===== src/rtl/nes_pkg.sv =====
// Shared definitions for the NES controller port: button encoding, pad addresses and pad modes.
package nes_pkg;

   localparam int unsigned BTN_A      = 0;
   localparam int unsigned BTN_B      = 1;
   localparam int unsigned BTN_SELECT = 2;
   localparam int unsigned BTN_START  = 3;
   localparam int unsigned BTN_UP     = 4;
   localparam int unsigned BTN_DOWN   = 5;
   localparam int unsigned BTN_LEFT   = 6;
   localparam int unsigned BTN_RIGHT  = 7;

   localparam logic [15:0] NES_PAD_ADDR_P1 = 16'h4016;
   localparam logic [15:0] NES_PAD_ADDR_P2 = 16'h4017;

   // First member lands in bit 7, so bit 0 is the A button.
   typedef struct packed {
      logic right;
      logic left;
      logic down;
      logic up;
      logic start;
      logic select;
      logic b;
      logic a;
   } nes_buttons_t;

   typedef enum logic {
      PadShift  = 1'b0,
      PadReload = 1'b1
   } pad_mode_e;

endpackage


===== src/rtl/nes_pad_shifter.sv =====
// One controller pad: button synchroniser plus 4021-style parallel-load / serial-out register.
module nes_pad_shifter
   import nes_pkg::*;
#(
   parameter int unsigned SYNC_STAGES = 2
) (
   input  logic       clk,
   input  logic       rst,
   input  logic       strobe,
   input  logic       shift_en,
   input  logic [7:0] buttons,
   output logic       bit0
);

   logic [SYNC_STAGES-1:0][7:0] sync_q;
   logic [7:0]                  shreg_q;
   nes_buttons_t                btn_s;
   pad_mode_e                   mode;

   assign btn_s = nes_buttons_t'(sync_q[SYNC_STAGES-1]);
   assign mode  = pad_mode_e'(strobe);

   always_ff @(posedge clk or posedge rst) begin
      if (rst) begin
         sync_q  <= '0;
         shreg_q <= 8'hFF;
      end else begin
         sync_q <= {sync_q[SYNC_STAGES-2:0], buttons};
         unique case (mode)
            PadReload: shreg_q <= btn_s;
            PadShift: begin
               // Ones shift in from the top so an exhausted pad reads back 1.
               if (shift_en) shreg_q <= {1'b1, shreg_q[7:1]};
            end
            default: shreg_q <= shreg_q;
         endcase
      end
   end

   assign bit0 = (mode == PadReload) ? btn_s.a : shreg_q[0];

endmodule


===== src/rtl/nes_ctrl_port.sv =====
// CPU-bus responder for the $4016/$4017 controller registers: decode, strobe latch and read mux.
module nes_ctrl_port
   import nes_pkg::*;
#(
   parameter logic [15:0] P1_ADDR     = NES_PAD_ADDR_P1,
   parameter logic [15:0] P2_ADDR     = NES_PAD_ADDR_P2,
   parameter logic [2:0]  OPEN_BUS    = 3'b010,
   parameter int unsigned SYNC_STAGES = 2
) (
   input  logic        MCLK,
   input  logic        CPU_RESET,
   input  logic        CPU_CE,
   input  logic [15:0] ADDR,
   input  logic        CPU_RW_n,
   input  logic [7:0]  DATA_IN,
   output logic [7:0]  DATA_OUT,
   output logic        DATA_OE,
   input  logic [7:0]  P1_BUTTONS,
   input  logic [7:0]  P2_BUTTONS,
   output logic        STROBE_dbg
);

   logic hit_p1;
   logic hit_p2;
   logic strobe_q;
   logic p1_bit0;
   logic p2_bit0;
   logic rd_bit;
   logic unused_din;

   assign hit_p1     = (ADDR == P1_ADDR);
   assign hit_p2     = (ADDR == P2_ADDR);
   assign unused_din = ^DATA_IN[7:1];

   // Writes to P2_ADDR belong to the APU and are deliberately not decoded here.
   always_ff @(posedge MCLK or posedge CPU_RESET) begin
      if (CPU_RESET) begin
         strobe_q <= 1'b0;
      end else if (CPU_CE && !CPU_RW_n && hit_p1) begin
         strobe_q <= DATA_IN[0];
      end
   end

   nes_pad_shifter #(
      .SYNC_STAGES (SYNC_STAGES)
   ) u_pad1 (
      .clk      (MCLK),
      .rst      (CPU_RESET),
      .strobe   (strobe_q),
      .shift_en (CPU_CE && CPU_RW_n && hit_p1),
      .buttons  (P1_BUTTONS),
      .bit0     (p1_bit0)
   );

   nes_pad_shifter #(
      .SYNC_STAGES (SYNC_STAGES)
   ) u_pad2 (
      .clk      (MCLK),
      .rst      (CPU_RESET),
      .strobe   (strobe_q),
      .shift_en (CPU_CE && CPU_RW_n && hit_p2),
      .buttons  (P2_BUTTONS),
      .bit0     (p2_bit0)
   );

   always_comb begin
      DATA_OE  = (hit_p1 || hit_p2) && CPU_RW_n && !CPU_RESET;
      rd_bit   = hit_p1 ? p1_bit0 : p2_bit0;
      DATA_OUT = DATA_OE ? {OPEN_BUS, 4'b0000, rd_bit} : 8'h00;
   end

   assign STROBE_dbg = strobe_q;

endmodule


===== config.mk =====
export PLATFORM = sky130hd
export DESIGN_NAME = nes_ctrl_port
export DESIGN_NICKNAME = d
export VERILOG_FILES = /design/src/rtl/nes_pkg.sv /design/src/rtl/nes_pad_shifter.sv /design/src/rtl/nes_ctrl_port.sv
export SDC_FILE = /design/constraint.sdc
export NUM_CORES = 1
export LEC_CHECK = 0
export CORE_MARGIN = 5
export CORE_UTILIZATION = 50
export CTS_BUF_LIST = sky130_fd_sc_hd__clkbuf_16
export DETAILED_ROUTE_END_ITERATION = 8
export PLACE_DENSITY_LB_ADDON = 0.2
export SLEW_MARGIN = 5
export SYNTH_ARGS = -nofsm -noshare
export SYNTH_HDL_FRONTEND = slang
export SYNTH_SLANG_ARGS = --single-unit

===== constraint.sdc =====
create_clock -name MCLK -period 6.25 [get_ports MCLK]
set_input_delay 1.5625 -clock MCLK [delete_from_list [all_inputs] [get_ports MCLK]]
set_output_delay 1.5625 -clock MCLK [all_outputs]
set_load 0.05 [all_outputs]

-- Yosys cells after proc, flatten, opt, wreduce, memory -nomap -nowiden
Index checks and enable logic that the tools add are counted.
- flip-flop bits (word level): 49
- input port bits: 44
- output and inout port bits: 10
- logic and storage cells: 30
- equal/unequal tests: 4
- multiplexer cells: 8
- bitwise gates (word level): 1
- reductions and logical operators: 10
- operators with widths (kind ; count):
    16-bit by 15-bit equality test with 1-bit output (second input constant) ; 2
    8-bit one-hot mux with 2 select lines ; 2
    8-bit 2-to-1 mux ; 2
    1-bit logical AND ; 7
    7-bit 2-to-1 mux ; 1
    2-bit by 1-bit != test with 1-bit output (second input constant) ; 2
    1-bit 2-to-1 mux ; 3
    1-bit zero test ; 2
    1-bit logical OR ; 1
    1-bit inverter ; 1

-- Longest topological paths before layout
- word-level depth: 5
- gate-level depth with buffers: 5
- mapped depth without buffers: 4

-- Modules after synthesis
From an unflattened synthesis, not the netlist that was laid out.
- cells, all modules: 132
- area, all modules: 1785.5 um^2
- modules (own cells, without submodules) (module ; times used ; cells an instance ; area each (um^2) ; seq. area each (um^2)):
    nes_pad_shifter ; 2 ; 53 ; 785.8 ; 610.6
    nes_ctrl_port ; 1 ; 26 ; 214.0 ; 25.0

-- Least setup slack after synthesis
Ideal clock, no wire load.
- path kind: input -> output
- start point: input ADDR[6]
- end point: output DATA_OUT[6]
- arrival: 3.835 ns
- required time: 4.688 ns
- path slack: 0.853 ns
- stages on the path: 5
- cell sequence: or4_4 > or4_4 > buf_6 > nor2_1 > buf_4
- longest elaborated chain between the ends: 5
- elaborated cells between the ends (all ways): 6
- classes of those cells: 2 x eq/ne; 1 x mux; 3 x reduce/logical
- RTL lines (what ; line ; RTL):
    start: declaration ; nes_ctrl_port.sv:13 ; input logic [15:0] ADDR,
    16-bit by 15-bit equality test with 1-bit output, on equally long branches ; nes_ctrl_port.sv:31, nes_ctrl_port.sv:32 ;
    1-bit logical OR (*) ; nes_ctrl_port.sv:67 ; DATA_OE = (hit_p1 || hit_p2) && CPU_RW_n && !CPU_RESET;
    1-bit logical AND (*) (2 in series) ; nes_ctrl_port.sv:67 ;
    via DATA_OE ; nes_ctrl_port.sv:17 ; output logic DATA_OE,
    7-bit 2-to-1 mux (*) ; nes_ctrl_port.sv:69 ; DATA_OUT = DATA_OE ? {OPEN_BUS, 4'b0000, rd_bit} : 8'h00;
    end: declaration ; nes_ctrl_port.sv:16 ; output logic [7:0] DATA_OUT,
The timed path passes the listed nets; every way through them passes the cells marked *.

-- Final worst setup path
- start point: input ADDR[6]
- end point: output DATA_OE
- longest elaborated chain between the ends: 4
- elaborated cells between the ends (all ways): 5
- classes of those cells: 2 x eq/ne; 3 x reduce/logical
- RTL lines (what ; line):
    16-bit by 15-bit equality test with 1-bit output, on equally long branches ; nes_ctrl_port.sv:31, nes_ctrl_port.sv:32
    1-bit logical OR (*) ; nes_ctrl_port.sv:67
    1-bit logical AND (*) (2 in series) ; nes_ctrl_port.sv:67
    end: declaration ; nes_ctrl_port.sv:17
Every way passes the cells marked *; elsewhere a longest branch is shown, timed or not.

==> flow_metrics.tcl <==
set metrics [dict create \
    irDropWorstVdd_mv 0.2280 \
    clkSinkCount 49 \
    antenna_found_initial 0 \
    slew_viol_final 0 \
    drc_errors 0 \
    dp_hpwl_um 2255 \
    rsz0062_at_grt "false" \
    grt-ovfl-total 0 \
    die_h_um 70.94 \
    reg2regPathDepth 1 \
    min_period_ps 5791 \
    yosysUniqueCellTypes 28 \
    path_clk_slew_ps 60 \
    io_buffers 40 \
    fin_ws_ps 459.4 \
    slew_headroom_pct 35.87 \
    first_iter_violations 47 \
    rows 22 \
    critPathMaxFanout 15 \
    finalHoldViolations 0 \
    r2r_start "STROBE_dbg$_DFFE_PP0P_" \
    cts_buffer_depth 2 \
    startpoint "ADDR[6]" \
    start_kind "input port" \
    power_density_nw_per_um2 259.5 \
    final_layout_size_suffix_gt1_share_pct 17.20 \
    max_freq_ghz 0.1727 \
    via_count 1216 \
    grt_pass1_wl_um 5692 \
    cts_resized 0 \
    setup_tns_ps 0 \
    cts-htree-levels 2 \
    hold_path_class "flop to flop" \
    criticalPathCategory "input port to primary output" \
    power.share.clock_pct 39.5 \
    n_antenna_cell 0 \
    cts-root-buf "clkbuf_16" \
    run_status "completed" \
    dieArea_um2 5032 \
    worstSetupEndpoint "DATA_OE" \
    initial_core_util_pct 51.10 \
    syn_area_um2 1857 \
    synthCells 146 \
    ys_warn_count 0 \
    ctsHoldBuffers 0 \
    nets 229 \
    drtPass1Iterations 4 \
    die_width_um 70.94 \
    setup-violations-final 0 \
    finalWirelength_um 3329 \
    swShare_pct 20.25 \
    internal_power_uw 495.4 \
    fin_crit_sh_pct 92.65 \
    arrival_ps 4230 \
    grt_max_degree 50 \
    reg2reg_slack_ps 4900 \
    cts_tree "done" \
    grt_pass1_vias 1213 \
    syn-mean-instance-area_um2 12.72 \
    r2r_end "u_pad1.shreg_q[7]$_DFFE_PP1P_" \
    core_area_um2 3633 \
    yosysSeqAreaShare_pct 67.12 \
    pwr-share-seq_pct 53.5 \
    tightestPinTransition_ps 962.0 \
    place_ws_ps 467.2 \
    end_kind "primary output" \
    required_ps 4690 \
    grtUsageTotal_pct 14.20 \
    fin_skew_ps 4.176 \
    clock_latency_ps 280 \
    ys_seq_elements 49 \
    routabilityCongestion 0.8406 \
    syn2layout_area_growth_pct 28.91 \
    p_switching_uw 125.8 \
    post-cts-setup-buffer-count 0 \
    pwr-share-comb_pct 7.0 \
    io_pins 54 \
    max_cap_violations 0 \
    antenna_left 0 \
    leakage_nw 0.9539 \
    viasPerCell 5.197 \
    wl_per_cell_um 14.23 \
    cts_buffers 5 \
]
[metal layers]
metal  global-route usage, %  vias to the layer above  part of all wire [%]
li1                        -                      577                     -
met1                   18.11                      579                    42
met2                   22.14                       52                    48
met3                   5.114                        8                   8.6
met4                   5.637                        0                   1.9
met5                       0                        -                     0
[metrics by stage]
| stage | instances | power [mW] | area, µm² | hold slack [ps] | util (%) |
|---|---|---|---|---|---|
| final | 234 | 0.6211 | 2394 | 346.1 | 65.87 |
| after detailed placement | 226 | 0.3815 | 2256 | 334.7 | 62.09 |
| after floorplan | 151 | 0.3572 | 1876 | 331.2 | - |
| after global placement | 226 | 0.3800 | 2256 | 331.5 | 62.09 |
| after global routing | 234 | 0.6449 | 2394 | 349.6 | 65.87 |
| after CTS | 234 | 0.6293 | 2394 | 348.3 | 65.87 |
[cells in the mapped netlist]
| cell type | number | share of area (%) |
|---|---|---|
| a21oi_1 | 16 | 4.3 |
| nor4_4 | 1 | 1.1 |
| nand2b_1 | 1 | 0.34 |
| or4b_4 | 1 | 0.74 |
| dfrtp_1 | 33 | 44 |
| o21ai_0 | 6 | 1.6 |
| o21ai_2 | 1 | 0.47 |
| or4_4 | 2 | 1.2 |
| nor2_1 | 3 | 0.61 |
| dfstp_2 | 16 | 23 |
| o21ai_1 | 9 | 2.4 |
| nand2_1 | 3 | 0.61 |
| a31oi_1 | 14 | 4.7 |
| buf_4 | 8 | 3.2 |
| nor2b_1 | 15 | 5.1 |
| nor4_1 | 1 | 0.34 |
| nand3_1 | 1 | 0.27 |
| nand4b_1 | 1 | 0.47 |
| inv_1 | 1 | 0.20 |
| clkbuf_1 | 5 | 1.0 |
| buf_2 | 1 | 0.27 |
| mux4_2 | 1 | 1.2 |
| and2_1 | 1 | 0.34 |
| and3_1 | 1 | 0.34 |
| conb_1 | 1 | 0.20 |
| mux2_2 | 1 | 0.61 |
| buf_6 | 1 | 0.61 |
| or4b_1 | 1 | 0.54 |
[cell usage in the layout, fill, tap and decap left out, drive strengths merged, types with 3 or more instances in the layout]
cell type and n:
a21oi 16, a31oi 14, clkbuf 5, clkdlybuf4s50 40, clkinv 3, conb 6, dfrtp 33, dfstp 16
nand2 3, nor2 3, nor2b 15, o21ai 16
[worst min path at each step]
stage | start | end | cells past startpoint
global placement | u_pad1.sync_q[5]$_DFF_PP0_ | u_pad1.btn_s[5]$_DFF_PP0_ | 0
CTS | u_pad1.sync_q[4]$_DFF_PP0_ | u_pad1.btn_s[4]$_DFF_PP0_ | 0
detailed placement | u_pad1.sync_q[4]$_DFF_PP0_ | u_pad1.btn_s[4]$_DFF_PP0_ | 0
floorplan | u_pad1.sync_q[0]$_DFF_PP0_ | u_pad1.btn_s[0]$_DFF_PP0_ | 0
finish | u_pad1.sync_q[4]$_DFF_PP0_ | u_pad1.btn_s[4]$_DFF_PP0_ | 0
global route | u_pad1.sync_q[4]$_DFF_PP0_ | u_pad1.btn_s[4]$_DFF_PP0_ | 0
[kinds of logic after synthesis]
logic type             Yosys count  share of synthesized area (%)
multiplexers                     2                          1.819
AND/OR/NAND/NOR                 32                          11.99
buffers and inverters           16                          5.323
AO/OA/AOI/OAI                   46                          13.54
other                            1                         0.2020
flip-flops                      49                          67.12
[state kept, by name, indices dropped and copies added, names as in the netlist]
name,cells
u_pad2.sync_q,8
u_pad1.btn_s,8
u_pad1.sync_q,8
u_pad2.btn_s,8
u_pad1.shreg_q,8
STROBE_dbg,1
u_pad2.shreg_q,8
[power by group through the flow]
stage          clock (mW)  sequential, mW  combinational (mW)
2_1_floorplan           0           0.336              0.0208
3_3_place_gp            0           0.337              0.0431
3_5_place_dp            0           0.338              0.0439
4_1_cts             0.253           0.332              0.0442
5_1_grt             0.265           0.333              0.0473
6_report            0.245           0.332              0.0437
[worst max-delay path: stages]
cell and delay (ps):
clkdlybuf4s50_1 410, or4_4 580, or4_4 660, nor2_1 180, clkdlybuf4s50_1 840
[area by class of cell]
cell class,instances,area [µm²]
inverter,1,3.754
timing repair buffer,42,415.4
multi-input combinational,86,530.5
clock buffer,5,125.1
fill,278,1240
tap,48,60.06
clock inverter,3,12.51
sequential,49,1246
(Power assumes the default switching activity.)
